**src/rtl/uart_pkg.sv**
```systemverilog
// uart_pkg: state naming and oversampling constants shared by the UART transmitter and receiver.
package uart_pkg;
  localparam int OVERSAMPLE = 16;
  typedef enum logic [2:0] {IDLE, START, DATA, PARITY, STOP} uart_tx_state_t;
endpackage

```
**src/rtl/uart_tx_os_if.sv**
```systemverilog
// uart_tx_os_if: request/serial-line bundle between a UART transmitter and its user.
interface uart_tx_os_if #(parameter int DBIT = 8);
  logic s_tick;
  logic tx_start;
  logic [DBIT-1:0] din;
  logic tx_busy;
  logic tx_done_tick;
  logic tx;
  modport master(output s_tick, tx_start, din, input tx_busy, tx_done_tick, tx);
  modport slave(input s_tick, tx_start, din, output tx_busy, tx_done_tick, tx);
endinterface

```
**src/rtl/uart_tx_os.sv**
```systemverilog
// uart_tx_os: 16x-oversampled UART transmitter (start, DBIT data LSB first, stop).
// Define UART_TX_PARITY_EN to insert an even-parity bit after the data bits.
module uart_tx_os
  import uart_pkg::*;
#(
  parameter int DBIT    = 8,
  parameter int SB_TICK = 16
) (
  input logic        clk,
  input logic        reset_n,
  uart_tx_os_if.slave bus
);
  localparam int SW = (SB_TICK > OVERSAMPLE) ? $clog2(SB_TICK) : $clog2(OVERSAMPLE);
  localparam int NW = $clog2(DBIT);
`ifdef UART_TX_PARITY_EN
  localparam uart_tx_state_t AFTER_DATA = PARITY;
`else
  localparam uart_tx_state_t AFTER_DATA = STOP;
`endif
  uart_tx_state_t state, state_n;
  logic [SW-1:0] s_cnt, s_n;
  logic [NW-1:0] n_cnt, n_n;
  logic [DBIT-1:0] b_reg, b_n;
  logic tx_reg, tx_n;
  logic bit_end, stop_end;
  always_ff @(posedge clk or negedge reset_n)
    if (!reset_n) begin
      state  <= IDLE;
      s_cnt  <= '0;
      n_cnt  <= '0;
      b_reg  <= '0;
      tx_reg <= 1'b1;
    end else begin
      state  <= state_n;
      s_cnt  <= s_n;
      n_cnt  <= n_cnt == n_n ? n_cnt : n_n;
      b_reg  <= b_n;
      tx_reg <= tx_n;
    end
`ifdef UART_TX_PARITY_EN
  logic p_reg, p_n;
  assign p_n = (state == IDLE && bus.tx_start) ? ^bus.din : p_reg;
  always_ff @(posedge clk or negedge reset_n)
    if (!reset_n) p_reg <= 1'b0;
    else p_reg <= p_n;
`endif
  always_comb begin
    bit_end  = bus.s_tick && s_cnt == SW'(OVERSAMPLE - 1);
    stop_end = bus.s_tick && s_cnt == SW'(SB_TICK - 1);
    state_n  = state;
    s_n      = s_cnt;
    n_n      = n_cnt;
    b_n      = b_reg;
    case (state)
      IDLE:
        if (bus.tx_start) begin
          state_n = START;
          s_n     = '0;
          b_n     = bus.din;
        end
      START:
        if (bit_end) begin
          state_n = DATA;
          s_n     = '0;
          n_n     = '0;
        end else if (bus.s_tick) s_n = s_cnt + 1'b1;
      DATA:
        if (bit_end) begin
          s_n     = '0;
          b_n     = b_reg >> 1;
          state_n = n_cnt == NW'(DBIT - 1) ? AFTER_DATA : DATA;
          n_n     = n_cnt == NW'(DBIT - 1) ? n_cnt : n_cnt + 1'b1;
        end else if (bus.s_tick) s_n = s_cnt + 1'b1;
`ifdef UART_TX_PARITY_EN
      PARITY:
        if (bit_end) begin
          state_n = STOP;
          s_n     = '0;
        end else if (bus.s_tick) s_n = s_cnt + 1'b1;
`endif
      STOP:
        if (stop_end) begin
          state_n = IDLE;
          s_n     = '0;
        end else if (bus.s_tick) s_n = s_cnt + 1'b1;
      default: state_n = IDLE;
    endcase
    // tx is registered from the next state so each bit starts on the edge that enters it
`ifdef UART_TX_PARITY_EN
    tx_n = state_n == START ? 1'b0 : state_n == DATA ? b_n[0] : state_n == PARITY ? p_n : 1'b1;
`else
    tx_n = state_n == START ? 1'b0 : state_n == DATA ? b_n[0] : 1'b1;
`endif
  end
  assign bus.tx           = tx_reg;
  assign bus.tx_busy      = state != IDLE;
  assign bus.tx_done_tick = state == STOP && stop_end;
endmodule

```
**src/flat_wrapper.sv**
```systemverilog
// flat-port wrapper written by rule: the top's interface ports become plain ports
module uart_tx_os_flat import uart_pkg::*;
#(
  parameter int DBIT    = 8,
  parameter int SB_TICK = 16
)
  (clk, reset_n, bus_s_tick, bus_tx_start, bus_din, bus_tx_busy, bus_tx_done_tick, bus_tx);
  uart_tx_os_if #(.DBIT(DBIT)) bus_i ();
  input logic clk;
  input logic reset_n;
  input wire logic [$bits(bus_i.s_tick)-1:0] bus_s_tick;
  input wire logic [$bits(bus_i.tx_start)-1:0] bus_tx_start;
  input wire logic [$bits(bus_i.din)-1:0] bus_din;
  output wire logic [$bits(bus_i.tx_busy)-1:0] bus_tx_busy;
  output wire logic [$bits(bus_i.tx_done_tick)-1:0] bus_tx_done_tick;
  output wire logic [$bits(bus_i.tx)-1:0] bus_tx;
  assign bus_i.s_tick = bus_s_tick;
  assign bus_i.tx_start = bus_tx_start;
  assign bus_i.din = bus_din;
  assign bus_tx_busy = bus_i.tx_busy;
  assign bus_tx_done_tick = bus_i.tx_done_tick;
  assign bus_tx = bus_i.tx;
  uart_tx_os #(.DBIT(DBIT), .SB_TICK(SB_TICK)) u_core (.clk(clk), .reset_n(reset_n), .bus(bus_i));
endmodule
```
**config.mk**
```make
export PLATFORM = sky130hd
export DESIGN_NAME = uart_tx_os_flat
export DESIGN_NICKNAME = d
export VERILOG_FILES = /design/src/rtl/uart_pkg.sv /design/src/rtl/uart_tx_os_if.sv /design/src/rtl/uart_tx_os.sv /design/src/flat_wrapper.sv
export SDC_FILE = /design/constraint.sdc
export NUM_CORES = 1
export LEC_CHECK = 0
export ABC_AREA = 1
export BUFFER_PORTS_ARGS = -buffer_cell sky130_fd_sc_hd__buf_2
export CORE_ASPECT_RATIO = 0.75
export CORE_MARGIN = 1.5
export CORE_UTILIZATION = 49
export CTS_CLUSTER_SIZE = 16
export DETAILED_ROUTE_END_ITERATION = 10
export GPL_TIMING_DRIVEN = 0
export PLACE_DENSITY_LB_ADDON = 0.05
export SETUP_SLACK_MARGIN = 0.02
export SYNTH_ARGS = -nofsm -noshare
export SYNTH_HDL_FRONTEND = slang
export SYNTH_SLANG_ARGS = --single-unit
```
**constraint.sdc**
```tcl
create_clock -name clk -period 1.4 [get_ports clk]
set_input_delay 0.21 -clock clk [delete_from_list [all_inputs] [get_ports clk]]
set_output_delay 0.21 -clock clk [all_outputs]
set_load 0.01 [all_outputs]
```
== Yosys cells after proc, flatten, opt, wreduce, memory -nomap -nowiden ==
Index checks and enable logic that the tools add are counted.

* Register bits: 19
* Logic and storage cells: 47
* Output and inout bits: 3

* Add/sub/neg operators: 2
* Eq/ne operators: 11
* Mux-type cells: 19
* Reduce and logical (&&, ||, !) cells: 9

{| class="wikitable"
|+ Operators by type and width
! cell !! count
|-
| $mux 3 || 8
|-
| $mux 8 || 2
|-
| $pmux 8 s2 || 1
|-
| $mux 4 || 3
|-
| $pmux 3 s4 || 1
|-
| $pmux 4 s2 || 1
|-
| $eq 3x1->1 const B || 2
|-
| $eq 3x2->1 const B || 2
|-
| $eq 3x3->1 const B || 2
|-
| $pmux 3 s2 || 1
|-
| $reduce_and 3->1 || 2
|-
| $add 4x1->4 const B || 1
|-
| $eq 4x4->1 const B || 1
|-
| $reduce_bool 2->1 || 2
|-
| $add 3x1->3 const B || 1
|-
| $eq 3x3->1 || 1
|-
| $logic_not 3->1 || 1
|-
| $ne 3x1->1 const B || 1
|-
| $reduce_bool 3->1 || 1
|-
| $reduce_or 3->1 || 1
|-
| $logic_and 1x1->1 || 2
|-
| $mux 1 || 2
|-
| $ne 2x1->1 const B || 1
|-
| $ne 2x2->1 const B || 1
|}

== Logic depth before layout (Yosys ltp) ==
* Depth after elaboration: 7
* Gate-level depth with buffers: 9
* Gate-level depth less buffers: 9

== Worst setup path before layout ==
No wires, ideal clock.

* Path kind: register to register
* Start point: reg u_core.s_cnt[0]
* End point: reg u_core.n_cnt[1]
* Data required time: 1.276 ns
* Buffers on the path: 1
* Arrival: 1.246 ns
* Path slack: 0.031 ns
* Cell stages (with the launch flop): 9
* Path through: dfrtp_1 ha_1 nand2_2 nor2_8 nand2_4 clkinv_2 buf_8 a21oi_1 a21oi_2

* Longest elaborated chain between the ends: 5
* Elaborated cells between the ends (all ways): 6

{| class="wikitable"
|+ Ends and longest elaborated chain
! element !! RTL line !! RTL
|-
| from (decl) || uart_tx_os.sv:21 || <nowiki>logic [SW-1:0] s_cnt, s_n;</nowiki>
|-
| from (signal assigned) || uart_tx_os.sv:35 || <nowiki>s_cnt <= s_n;</nowiki>
|-
| $eq 4x4->1 (*) || uart_tx_os.sv:48 || <nowiki>bit_end = bus.s_tick && s_cnt == SW'(OVERSAMPLE - 1);</nowiki>
|-
| $logic_and 1x1->1 (*) || uart_tx_os.sv:48 ||
|-
| $mux 3, on equally long branches || uart_tx_os.sv:68, uart_tx_os.sv:62 ||
|-
| $pmux 3 s2 (*) || uart_tx_os.sv:54 || <nowiki>case (state)</nowiki>
|-
| $eq 3x3->1 || uart_tx_os.sv:36 || <nowiki>n_cnt <= n_cnt == n_n ? n_cnt : n_n;</nowiki>
|-
| to (signal assigned) || uart_tx_os.sv:36 ||
|-
| to (decl) || uart_tx_os.sv:22 || <nowiki>logic [NW-1:0] n_cnt, n_n;</nowiki>
|}

Mark *: on every way between the ends. The rest lies on a longest branch, timed or not.
A chain may end at the register's enable or synchronous reset.

== Worst setup path in the final report ==
* Start point: reg u_core.s_cnt[0]
* End point: out bus_tx_done_tick

* Longest elaborated chain between the ends: 3

{| class="wikitable"
|+ Ends and longest elaborated chain
! element !! RTL line !! RTL
|-
| $eq 4x4->1 || uart_tx_os.sv:49 || <nowiki>stop_end = bus.s_tick && s_cnt == SW'(SB_TICK - 1);</nowiki>
|-
| $logic_and 1x1->1 || uart_tx_os.sv:49 ||
|-
| $logic_and 1x1->1 || uart_tx_os.sv:97 || <nowiki>assign bus.tx_done_tick = state == STOP && stop_end;</nowiki>
|-
| to (decl) || flat_wrapper.sv:15 || <nowiki>output wire logic [$bits(bus_i.tx_done_tick)-1:0] bus_tx_done_tick;</nowiki>
|}

No other way between the ends.

==> flow_metrics.py <==
metrics = {
    "detailed_routing": {
        "viasPerCell": 5.07,
        "vias": 887,
        "wl_per_cell_um": 11.6,
        "dr.first_iter.drc_count": 43,
        "drc": 0,
        "dr.pass1.iters": 4,
        "ant_nets": 0,
        "drt-total-wl_um": 2030,
    },
    "yosys": {
        "yosysTopAreaCell": "dfrtp_1",
        "yosys.area_share.simple_pct": 36.5,
        "synthAdderAreaFrac_pct": 2.43,
        "seq_area_frac_synth_pct": 46.2,
        "syn_area_um2": 1030,
        "synth_ff_type": "dfrtp_1",
        "synthDistinctLibCells": 24,
        "yosysMostFrequentCell": "nand2_1",
        "synth_xor_area_share_pct": 0,
        "synth_compound_area_share_pct": 6.43,
        "synth_edf_count": 0,
        "synth_top_family_by_area": "simple AND/OR/NAND/NOR gates",
        "synthesis.nets": 142,
        "synth_common_cells": "44 x nand2_1, 18 x dfrtp_1, 18 x nand3_1, 12 x inv_1, 4 x nand2_2",
        "syn_inst": 128,
        "yosysWarnings": 0,
        "yosysTopAreaCellShare_pct": 43.7,
        "muxShareOfSynthArea_pct": 0.971,
        "synth_seq_cells": 19,
        "postSynth.asyncResetShare_pct": 100,
        "synth_area_per_cell_um2": 8.05,
        "synth.area.top_cells": "dfrtp_1 44%, nand2_1 16%, nand3_1 8.7%",
    },
    "sta": {
        "final_hold_viol_count": 0,
        "timing.final.crit_share_pct": 105,
        "timing.fmax_mhz": 678,
        "holdWs_ns": 0.112,
        "clock_skew_ns": 0.00980,
        "setup_ws_ns": -0.0748,
        "setup_viol_count_final": 6,
        "post-route-min-period_ns": 1.47,
        "final_max_slew_viol_count": 0,
        "relSlewSlack_pct": 70.9,
        "tightestPinTransition_ns": 0.437,
        "rsz0062_at_grt": "true",
    },
    "final_layout": {
        "layout.nets": 166,
        "syn2layout_area_growth_pct": 20.4,
        "drive_above_1_share_pct": 30.5,
        "largest_register_ffs": 8,
        "fill_cells": 184,
        "multi_input_area_um2": 519,
        "fin_util_pct": 62.2,
        "ff_latch_area_um2": 478,
        "antenna_cells": 0,
        "fin_area_um2": 1240,
    },
    "grt": {
        "first_global_vias": 803,
        "grt_max_degree": 20,
        "antenna_found_initial": 0,
        "grt_first_pass_wirelength_um": 3600,
        "grt_util_all_layers_pct": 20.1,
        "gr-total-overflow": 0,
    },
    "worst_setup_path": {
        "r2r_setup_slack_ns": -0.01,
        "worst-path-stages": 6,
        "cp_top_family": "flip-flops",
        "cp-endpoint": "bus_tx_done_tick",
        "cp.required_ns": 1.19,
        "slowest_delay_ns": 0.42,
        "crit_path_start_kind": "register",
        "reg2reg_depth": 9,
        "path_class": "register to primary output",
        "r2r-start": "u_core.s_cnt[0]",
        "cp-end-kind": "primary output",
        "critPathArrivalTime_ns": 1.26,
        "crit_chain": "ha_4 -> nand2_4 -> nor2_8 -> inv_2 -> nor2_1 -> buf_2",
        "slowest_stage": "dfrtp_1",
        "crit_fanout": 2,
        "r2r-end": "u_core.n_cnt[0]",
        "path_buf_inv": 2,
        "startpoint": "u_core.s_cnt[0]",
    },
    "die": {
        "die_h_um": 42.7,
        "core_um2": 2000,
        "die_w_um": 56.0,
        "start_util_pct": 51.6,
        "fp-row-count": 14,
        "die_area_um2": 2390,
        "boundaryPins": 15,
    },
    "placement": {
        "dp_worst_setup_slack_ns": -0.0466,
        "place_congestion": 0.797,
        "place_area_um2": 1130,
        "io_buffer_count": 14,
        "dp.final_hpwl_um": 1420,
    },
    "worst_hold_path": {
        "min_from": "bus_din[7]",
        "hp-class": "input pin to register",
    },
    "clocking": {
        "root_buffer": "clkbuf_4",
        "clk_pin_slew_ns": 0.10,
        "cts_tree": "done",
        "cts_buffers": 3,
        "htree_num_levels": 1,
        "clock_sinks": 19,
        "clock_path_buffers": 2,
        "clk_latency_ns": 0.30,
    },
    "run_status": {
        "violations": "negative setup slack",
        "outcome": "complete, but fails checks",
    },
    "power_and_ir_drop": {
        "p_leak_nw": 0.679,
        "powerDensity_nw_per_um2": 1470,
        "ir_drop_v": 0.00105,
    },
    "job": {
        "cap_violations": 0,
    },
}
-- final cells by class --
class | instances | area share [%]
Buffer | 1 | 1.21
Tap cell | 24 | 2.42
Multi-Input combinational cell | 92 | 41.8
Inverter | 16 | 5.04
Sequential cell | 19 | 38.5
Clock buffer | 4 | 2.12
Timing Repair Buffer | 19 | 8.87
-- power breakdown --
part           internal (mW)  switching (mW)
logic                  0.286           0.366
registers              0.748           0.142
clock network          0.111           0.173
-- layout by cell type (no fill, tap or decap), drive strengths merged --
cell type / n
clkbuf: 4
o22ai: 1
mux2i: 1
inv: 16
a21oi: 5
a21boi: 1
ha: 2
dfrtp: 18
nand3: 18
or2: 1
nand2: 49
buf: 19
dfstp: 1
nand4: 2
dlygate4sd3: 1
nor2: 8
o21ai: 4
-- metrics by stage --
step / setup TNS, ns / total power [mW] / cells
6_report: -0.106 / 1.83 / 175
5_1_grt: -1.34 / 2.01 / 175
4_1_cts: -0.489 / 1.81 / 175
3_5_place_dp: -0.0847 / 1.45 / 166
3_3_place_gp: -0.0922 / 1.44 / 166
2_1_floorplan: 0 / 1.30 / 128
-- worst min path at each step --
stage | cells after the start | slack, ns | to
floorplan | 0 | -0.09 | u_core.b_reg[0]
global placement | 1 | 0.18 | u_core.s_cnt[2]
detailed placement | 1 | 0.17 | u_core.s_cnt[2]
CTS | 3 | 0.1 | u_core.b_reg[7]
global route | 3 | 0.11 | u_core.b_reg[2]
finish | 3 | 0.11 | u_core.b_reg[7]
-- worst min-delay path, delay by kind of cell --
| kind | cells | cell delay (ns) |
|---|---|---|
| AND/OR/NAND/NOR | 2 | 0.09 |
| buffers and inverters | 1 | 0.07 |
-- cell families (layout without fill, tap and decap cells) --
family	count (synthesis)	in the layout
AND/OR/NAND/NOR	78	78
flip-flops	19	19
buffers and inverters	17	40
AO/OA/AOI/OAI	11	11
adder cells (fa/ha/maj)	2	2
multiplexers	1	1
-- what timing repair did --
item / 4_1_cts / 5_1_grt
setup buffers: 4 / 0
endpoints found under the hold margin: 18 / 0
setup endpoints to repair: 12 / 17
hold buffers: 1 / 0
gates resized for setup: 4 / 7
pin swaps: 3 / 2
-- per-layer routing --
| metal | vias up | routed length (µm) | track usage, % |
|---|---|---|---|
| met2 | 10 | 1030 | 32.5 |
| met3 | 2 | 57 | 6.40 |
| met5 | - | 0 | 0 |
| li1 | 459 | - | - |
| met4 | 0 | 13 | 4.29 |
| met1 | 416 | 936 | 26.9 |
No activity file was read; power rests on OpenSTA's default activity.
